<file path="src/rtl/counter_pkg.sv">
// Shared constants and helpers for the up/down counter family.
// Direction encoding and the load-value clamp live here so every counter variant agrees.
package counter_pkg;

   localparam logic DIR_UP   = 1'b1;
   localparam logic DIR_DOWN = 1'b0;

   // Loads outside the count range settle on the top value instead of aliasing.
   function automatic logic [31:0] clamp_load(input logic [31:0] value,
                                              input logic [31:0] modulus);
      return (value >= modulus) ? (modulus - 32'd1) : value;
   endfunction

endpackage

</file>
<file path="src/rtl/counter_next_value.sv">
// Combinational next-count and boundary detection for the modulus up/down counter.
// SATURATE selects hold-at-boundary instead of wrap-around.
module counter_next_value
   import counter_pkg::*;
#(
   parameter int WIDTH    = 4,
   parameter int MODULUS  = 2**WIDTH,
   parameter bit SATURATE = 1'b0
) (
   input  logic [WIDTH-1:0] count,
   input  logic             up,
   output logic [WIDTH-1:0] next_count,
   output logic             boundary
);

   // One extra bit keeps MODULUS = 2**WIDTH representable and avoids relying on overflow.
   localparam logic [WIDTH:0] TOP = (WIDTH+1)'(MODULUS - 1);
   localparam logic [WIDTH:0] ONE = (WIDTH+1)'(1);

   logic [WIDTH:0] count_ext;

   assign count_ext = {1'b0, count};

   always_comb begin
      next_count = count;
      boundary   = 1'b0;
      if (up == DIR_UP) begin
         if (count_ext == TOP) begin
            boundary   = 1'b1;
            next_count = SATURATE ? count : '0;
         end else begin
            next_count = WIDTH'(count_ext + ONE);
         end
      end else begin
         if (count_ext == '0) begin
            boundary   = 1'b1;
            next_count = SATURATE ? count : WIDTH'(TOP);
         end else begin
            next_count = WIDTH'(count_ext - ONE);
         end
      end
   end

endmodule

</file>
<file path="src/rtl/counter_nbit_updown.sv">
// Parametrised modulus up/down counter with parallel load, terminal count and wrap pulse.
// Define COUNTER_SATURATE_EN to hold at the boundaries instead of wrapping.
module counter_nbit_updown
   import counter_pkg::*;
#(
   parameter int WIDTH       = 4,
   parameter int MODULUS     = 2**WIDTH,
   parameter int RESET_VALUE = 0
) (
   input  logic             clock,
   input  logic             reset,
   input  logic             enable,
   input  logic             up,
   input  logic             load,
   input  logic [WIDTH-1:0] load_value,
   output logic [WIDTH-1:0] count,
   output logic             tc,
   output logic             wrapped
);

`ifdef COUNTER_SATURATE_EN
   localparam bit SATURATE = 1'b1;
`else
   localparam bit SATURATE = 1'b0;
`endif

   logic [WIDTH-1:0] count_q;
   logic             wrapped_q;
   logic [WIDTH-1:0] next_count;
   logic             boundary;

   counter_next_value #(
      .WIDTH    (WIDTH),
      .MODULUS  (MODULUS),
      .SATURATE (SATURATE)
   ) u_next (
      .count      (count_q),
      .up         (up),
      .next_count (next_count),
      .boundary   (boundary)
   );

   // Priority: reset, then load, then enabled step, else hold.
   always_ff @(posedge clock) begin
      if (reset) begin
         count_q   <= WIDTH'(RESET_VALUE);
         wrapped_q <= 1'b0;
      end else if (load) begin
         count_q   <= WIDTH'(clamp_load(32'(load_value), 32'(MODULUS)));
         wrapped_q <= 1'b0;
      end else if (enable) begin
         count_q   <= next_count;
         wrapped_q <= boundary;
      end else begin
         wrapped_q <= 1'b0;
      end
   end

   assign count   = count_q;
   assign wrapped = wrapped_q;
   assign tc      = enable & boundary;

endmodule

</file>
<file path="config.mk">
export PLATFORM = sky130hd
export DESIGN_NAME = counter_nbit_updown
export DESIGN_NICKNAME = d
export VERILOG_FILES = /design/src/rtl/counter_pkg.sv /design/src/rtl/counter_next_value.sv /design/src/rtl/counter_nbit_updown.sv
export SDC_FILE = /design/constraint.sdc
export NUM_CORES = 1
export LEC_CHECK = 0
export CELL_PAD_IN_SITES_DETAIL_PLACEMENT = 2
export CELL_PAD_IN_SITES_GLOBAL_PLACEMENT = 2
export CORE_UTILIZATION = 20
export CTS_CLUSTER_SIZE = 12
export DETAILED_ROUTE_END_ITERATION = 10
export HOLD_SLACK_MARGIN = 0.05
export PLACE_DENSITY = 0.75
export SLEW_MARGIN = 20
export SYNTH_ARGS = -nofsm -noshare
export SYNTH_HDL_FRONTEND = slang
export SYNTH_SLANG_ARGS = --single-unit
export TNS_END_PERCENT = 20
</file>
<file path="constraint.sdc">
create_clock -name clock -period 1.45 [get_ports clock]
set_clock_uncertainty 0.05 [all_clocks]
set_input_delay 0.29 -clock clock [delete_from_list [all_inputs] [get_ports clock]]
set_output_delay 0.29 -clock clock [all_outputs]
set_load 0.1 [all_outputs]
</file>
# --- Word-level counts from Yosys, hierarchy flattened ---
# Index checks and enable logic that the tools add are counted.
classes:
  n_mux: 8
  bitwise_logic: 2
  reduce_logical: 3
  n_eq_ne: 1
  n_addsub: 2
op_table:
  columns: ["operator", "n"]
  rows:
  - ["4-bit two-way mux", 5]
  - ["5-bit logical NOT", 1]
  - ["4-bit by 1-bit adder with 4-bit output, second input constant", 1]
  - ["4-bit equality test, second input constant", 1]
  - ["4-bit by 1-bit subtractor with 4-bit output, second input constant", 1]
  - ["1-bit two-way mux", 3]
  - ["3-bit OR reduction", 1]
  - ["2-bit nonzero test", 1]
  - ["1-bit AND", 1]
  - ["1-bit inverter", 1]
totals:
  output_inout_bits: 6
  elab_cells: 18
  in_bits: 9
  ff_bits: 5

# --- Depth between registers and ports, before layout ---
depth:
  depth_word: 5
  ltp_mapped: 6
  ltp_nobuf: 6

# --- By module ---
# A second synthesis with hierarchy kept.
hier_totals:
  hier_cells: 44
  area_unflattened_um2: 377.9
modules_own_cells:
  columns: ["mod", "cells_per_inst", "n_inst", "seq_area_each_um2", "area_per_inst_um2"]
  rows:
  - ["counter_nbit_updown", 21, 1, 100.1, 225.2]
  - ["counter_next_value", 23, 1, 0.0, 152.6]

# --- Least setup slack after synthesis ---
# No wires, ideal clock.
synth_timing:
  path_kind: "register to register"
  startpoint: "reg count_q[1], in the netlist count[1]"
  endpoint: "reg wrapped_q, in the netlist wrapped"
  synth_period_minus_slack_ps: 2932
  arrival_ps: 2808
  required_ps: 1326
  stages_incl_launch_ff: 5
  path_buffers: 0
  path_slack_ps: -1482
  setup_time_ps: 74
  path_cell_list: "dfxtp_1 > ha_1 > nand4_1 > a21oi_2 > nor3b_2"
synth_via:
  elab_chain_len: 3
  word_cells_on_any_way: 5
  cone_classes: "1 x eq/ne; 3 x mux; 1 x reduce/logical"
synth_rtl:
  columns: ["element", "line_no", "rtl"]
  rows:
  - ["start: declaration", "counter_nbit_updown.sv:27", "logic [WIDTH-1:0] count_q;"]
  - ["start signal: assignment", "counter_nbit_updown.sv:46", "count_q <= WIDTH'(RESET_VALUE);"]
  - ["start signal: assignment", "counter_nbit_updown.sv:49", "count_q <= WIDTH'(clamp_load(32'(load_value), 32'(MODULUS)));"]
  - ["start signal: assignment", "counter_nbit_updown.sv:52", "count_q <= next_count;"]
  - ["4-bit equality test or 5-bit logical NOT (tied branches)", "counter_next_value.sv:28, counter_next_value.sv:35", null]
  - ["1-bit two-way mux, on equally long branches", "counter_next_value.sv:28, counter_next_value.sv:35", null]
  - ["1-bit two-way mux *", "counter_next_value.sv:27", "if (up == DIR_UP) begin"]
  - ["end signal: assignment", "counter_nbit_updown.sv:53", "wrapped_q <= boundary;"]
  - ["end: declaration", "counter_nbit_updown.sv:28", "logic wrapped_q;"]
# Every way passes the cells marked *; elsewhere a longest branch is shown, timed or not.
# A chain may end at the register's enable or synchronous reset.

# --- Worst setup path after layout ---
layout_timing:
  startpoint: "reg count_q[0], in the netlist count[0]"
  endpoint: "out tc"
layout_via:
  elab_chain_len: 4
  word_cells_on_any_way: 6
  cone_classes: "1 x eq/ne; 3 x mux; 1 x bitwise; 1 x reduce/logical"
layout_rtl:
  columns: ["element", "line_no", "rtl"]
  rows:
  - ["4-bit equality test or 5-bit logical NOT (tied branches)", "counter_next_value.sv:28, counter_next_value.sv:35", null]
  - ["1-bit two-way mux, on equally long branches", "counter_next_value.sv:28, counter_next_value.sv:35", null]
  - ["1-bit two-way mux *", "counter_next_value.sv:27", null]
  - ["1-bit AND *", "counter_nbit_updown.sv:61", "assign tc = enable & boundary;"]
  - ["end: declaration", "counter_nbit_updown.sv:17", "output logic tc,"]
# Marks and branches as above.

==> reports/results.ini <==
[outcome]
outcome = complete, but fails checks
violations = negative setup slack

[logic_synthesis]
synth_area_sq_um = 390.4
synth.top_cells.by_count = 7 x a21oi_1, 7 x inv_1, 5 x dfxtp_1, 4 x nor3_1
ys_async_sr_fraction_pct = 0
synthCells = 48
synth_edf_count = 0
netlist_top_cells_area = dfxtp_1 26%, a21oi_1 9.0%, inv_1 6.7%
synthDominantCellAreaShare_pct = 25.64
ys_ff_latch = 5
ys_warn_count = 0
ys_types = 25
yosysTopAreaCell = dfxtp_1
syn_nets = 59
synthFlopType = dfxtp_1
syn_avg_cell_area_sq_um = 8.133
ys_seq_area_share_pct = 25.64

[layout]
nFillCells = 197
drive_gt1_share_pct = 48.00
nets = 87
regArea_sq_um = 110.1
syn_to_final_growth_pct = 96.15
multi_input_comb_area_sq_um = 285.3
stdcell_area_sq_um = 765.7
n_antenna_cell = 0

[power_and_ir_drop]
comb_power_share_pct = 47.6
p_clk_share_pct = 27.9
power.switching_mw = 0.2565
cellLeakagePower_nw = 0.3111
cell_internal_pwr_mw = 0.3789
ir_drop_v = 0.0005629
switching_share_pct = 40.36
p_per_area_nw_per_um2 = 829.8
p_seq_share_pct = 24.4

[clock_network]
cts_buffer_depth = 2
htreeDepth = 1
clock_sinks = 5
path_clk_slew_ps = 50
cts_root_buf = clkbuf_4
tritoncts = yes
clock_latency_ps = 260
cts_buffers = 3

[detailed_routing]
wl_per_cell_um = 14.86
viasPerCell = 4.810
ant_nets = 0
drc_errors = 0
drt_iter0_drc = 5
finalWirelength_um = 1486
drt-pass1-iter-count = 3
num_vias = 481

[global_routing]
grt_max_degree = 10
grt_first_pass_wirelength_um = 2428
first_global_vias = 512
grt_usage_pct = 17.19
overflow = 0
antenna_found_initial = 0

[die]
num_rows = 15
start_util_pct = 21.89
coreArea_sq_um = 1783
dieArea_sq_um = 2133
die_w_um = 46.18
ios = 15
die_h_um = 46.18

[flow_run]
drv_cap = 0

[timing]
rsz0062_at_grt = yes
setup_slack_ps = -545.2
tightest_slew_ps = 366.1
min_period_over_period_pct = 137.6
hold_violations = 0
period_needed_ps = 1995
setup-violations-final = 4
setup_tns_ps = -854.1
slew-limit-headroom_pct = 75.28
drv_slew = 0
timing.fmax_ghz = 0.5012

[hold_path]
hold_class = primary input to flop

[critical_path]
critPathRequiredTime_ps = 1110
crit_path_start_kind = flop
cp_max_fo = 3
path_class = flop to output port
cp.arrival_ps = 1660
endpoint_kind = output port

[place]
port_buffers = 14
dpl_cell_area_sq_um = 714.4
gp_congestion = 0.7538
hpwl_um = 1197

## path summary, 6_finish.rpt
kind	end	depth (start not counted)	slack [ps]	startpoint
setup / recovery	tc	5	-550	count[0]
hold / removal	count[1]	3	540	load_value[1]
setup reg to reg	count[3]	5	-110	count[0]
hold reg to reg	count[0]	4	650	count[3]
## flip-flops by register name (all words and copies together), names as in the netlist
name and count:
wrapped 1, count 4
## placed cells by master (no fill, tap or decap), types with 2 or more instances in the layout
cell type,netlist,routed
dfxtp_2,0,2
clkbuf_4,0,3
nand2_1,2,2
a21oi_1,7,6
nor3b_2,1,2
dfxtp_4,0,2
inv_1,7,5
nor2b_1,2,2
buf_12,0,6
clkdlybuf4s50_1,0,8
nand3_1,2,2
nor3_1,4,3
buf_4,0,11
## critical path, cell delays in order (launching register included)
cell     delay (ps)
dfxtp_4         350
inv_4            60
ha_4            130
or4b_4          480
a21oi_4         180
buf_12          190
## metrics by stage
step / power, mW / hold slack (ps) / worst slack [ps] / util, % / std cells
after floorplan: 0.3298 / 299.4 / -666.5 / - / 48
after global placement: 0.4496 / 652.3 / -497.3 / 40.07 / 95
after detailed placement: 0.4563 / 650.2 / -530.1 / 40.07 / 95
after CTS: 0.6445 / 534.7 / -570.3 / 42.11 / 99
after global routing: 0.6804 / 550.7 / -614.7 / 42.95 / 100
final: 0.6354 / 541.6 / -545.2 / 42.95 / 100
## final cells by class
cell class | instances | share of cell area [%]
well taps | 25 | 4.085
multi-input cells | 34 | 37.25
clock buffers | 3 | 2.941
inverters | 7 | 3.758
flip-flops and latches | 5 | 14.38
repair buffers | 25 | 36.93
clock inverters | 1 | 0.6536
## routing by layer
metal  part of all wire, %  vias up  track usage (%)
met5                     0        -                0
met3                   4.0        0            6.667
met4                     0        0            5.882
met2                    52       15            27.89
met1                    44      232            20.47
li1                      -      234                -
## kinds of logic after synthesis
logic type	synth area share, %
AO/OA/AOI/OAI	26.93
AND/OR/NAND/NOR	25.32
buffers and inverters	10.58
flip-flops	25.64
adder cells (fa/ha/maj)	6.409
XOR/XNOR	2.244
multiplexers	2.884
## power by group through the flow
stage | Combinational, mW | Sequential [mW] | Clock, mW
6_report | 0.303 | 0.155 | 0.178
5_1_grt | 0.324 | 0.156 | 0.201
4_1_cts | 0.302 | 0.155 | 0.187
3_5_place_dp | 0.298 | 0.158 | 0
3_3_place_gp | 0.292 | 0.158 | 0
2_1_floorplan | 0.0914 | 0.238 | 0
## timing repair
item,in CTS,in global routing
setup endpoints to repair,5,5
gates resized for setup,2,2
buffers inserted,0,1
hold buffers,0,0
pin swaps,3,1
Power figures use the tool's default switching activity.
==> edit: new RTL, same settings <==
`WIDTH` is set to 4 in 2 places; all go to 5.
--- a/src/rtl/counter_next_value.sv
+++ b/src/rtl/counter_next_value.sv
@@ -5,3 +5,3 @@
 #(
-   parameter int WIDTH    = 4,
+   parameter int WIDTH    = 5,
    parameter int MODULUS  = 2**WIDTH,
--- a/src/rtl/counter_nbit_updown.sv
+++ b/src/rtl/counter_nbit_updown.sv
@@ -5,3 +5,3 @@
 #(
-   parameter int WIDTH       = 4,
+   parameter int WIDTH       = 5,
    parameter int MODULUS     = 2**WIDTH,
Interface: changed (resized count and load_value); port bits go from 15 to 17. The function was not compared with the original's and may differ.
==> edit against the unedited design <==
The run still ends with negative setup slack left. First-iteration DRC count is 100% lower. Synthesized area up 29%. Routed wire length increased by 32%. Die area grew 28%. Count of clock-buffer cells in the layout did not move. Total power up 18%. Cell count up 25%. Sequential cell count grew 1. Non-clock buffer count grew 11. Clock power decreased by 12%. Cell area up 33%. Worst setup slack improved by 0.14 ns. Via count rose by 23%. Critical path type unchanged. Highest routed layer is now met4.
==> edit: results (changes against the unedited design) <==
[setup_path]
critPathTopFamily = flip-flops
crit_arrival_ns = 1.52  ; -0.14 ns
rrSetupSlack_ns = -0.23  ; -0.12 ns
slowest_stage = dfxtp_4
worstSetupStartpoint = count[1]
cp_max_fo = 4  ; +1

[die]
die_x_um = 52.2  ; +13%
start_util = 0.219  ; about the same

[pwr]
peakVddDrop_mv = 0.315  ; -44%
switching_share = 0.394  ; -0.00919
leakagePower_nw = 0.406  ; +31%

[outcome]
violations = negative setup slack
outcome = finished with violations

[cells_and_area]
fillers = 262  ; +33%
drive_gt1_frac = 0.536  ; +0.0561

[timing]
worst_pin_slew_ns = 0.452  ; +0.0863 ns
worst_slack_ns = -0.409  ; +0.136 ns
setup_viol = 2  ; -2

[logic_synthesis]
synth_area_leaders = dfxtp_1, a21oi_1, ha_1
seq_area_frac_synth = 0.239  ; -0.0176

[place]
place.gp.congestion = 0.720  ; -4.4%
place_area_um2 = 952  ; +33%
hpwl_mm = 1.51  ; +26%

[global_route]
grt_util_all_layers = 0.173  ; +0.000922
grt_pass1_wl_mm = 3.30  ; +36%

[route]
dr.pass1.iters = 1  ; -2
route.met2.wl_mm = 1.10  ; +43%
first_iter_violations = 0  ; -5

==> edit: changes by cell type after synthesis, moves of 2 or more <==
cell,change
a211oi_1,+2
buf_2,+2
inv_1,-3
nand3_1,-2
nor2_1,+5
nor3b_1,+2
o21ai_0,+3
xor2_1,+2
==> edit: kinds of logic (layout without fill, tap and decap cells) <==
group                    Yosys count  after routing  share of synthesized area
XOR/XNOR                           4              4                     0.0697
AO/OA/AOI/OAI                     18             18                      0.219
adder cells (fa/ha/maj)            3              3                     0.0746
AND/OR/NAND/NOR                   22             22                      0.269
multiplexers                       1              1                     0.0199
buffers and inverters              9             43                      0.109
flip-flops                         6              6                      0.239
==> edit: per-stage QoR <==
step	setup TNS (ns)	hold WS (ns)	utilization	cells
floorplan	-0.934	0.299	-	63
detailed placement	-1.94	0.656	0.414	121
global placement	-1.52	0.647	0.414	121
global route	-0.822	0.669	0.444	125
finish	-0.643	0.633	0.444	125
CTS	-0.731	0.626	0.439	125
==> edit: per-layer routing <==
layer,GRT usage,vias to the layer above
li1,-,294
met1,0.183,284
met2,0.335,14
met3,0.0439,2
met4,0.0395,0
met5,0,-
==> edit: layout make-up <==
cell class                      count  area, um^2  share of cell area
Multi-Input combinational cell     48         427               0.418
Inverter                            4        20.0              0.0196
Timing Repair Buffer               36         379               0.372
Clock buffer                        3        22.5              0.0221
Sequential cell                     6         136               0.134
Tap cell                           28        35.0              0.0344
==> edit: timing repair <==
item,4_1_cts,5_1_grt
hold buffers,0,0
buffers inserted,1,0
gates resized for setup,9,4
pin swaps,2,3
endpoints found under the setup margin,4,5
==> edit: power groups by stage <==
stage	logic [mW]	clock network (mW)	registers, mW
global placement	0.357	0	0.204
finish	0.386	0.157	0.205
CTS	0.385	0.167	0.205
floorplan	0.136	0	0.280
global route	0.410	0.171	0.207
detailed placement	0.368	0	0.205
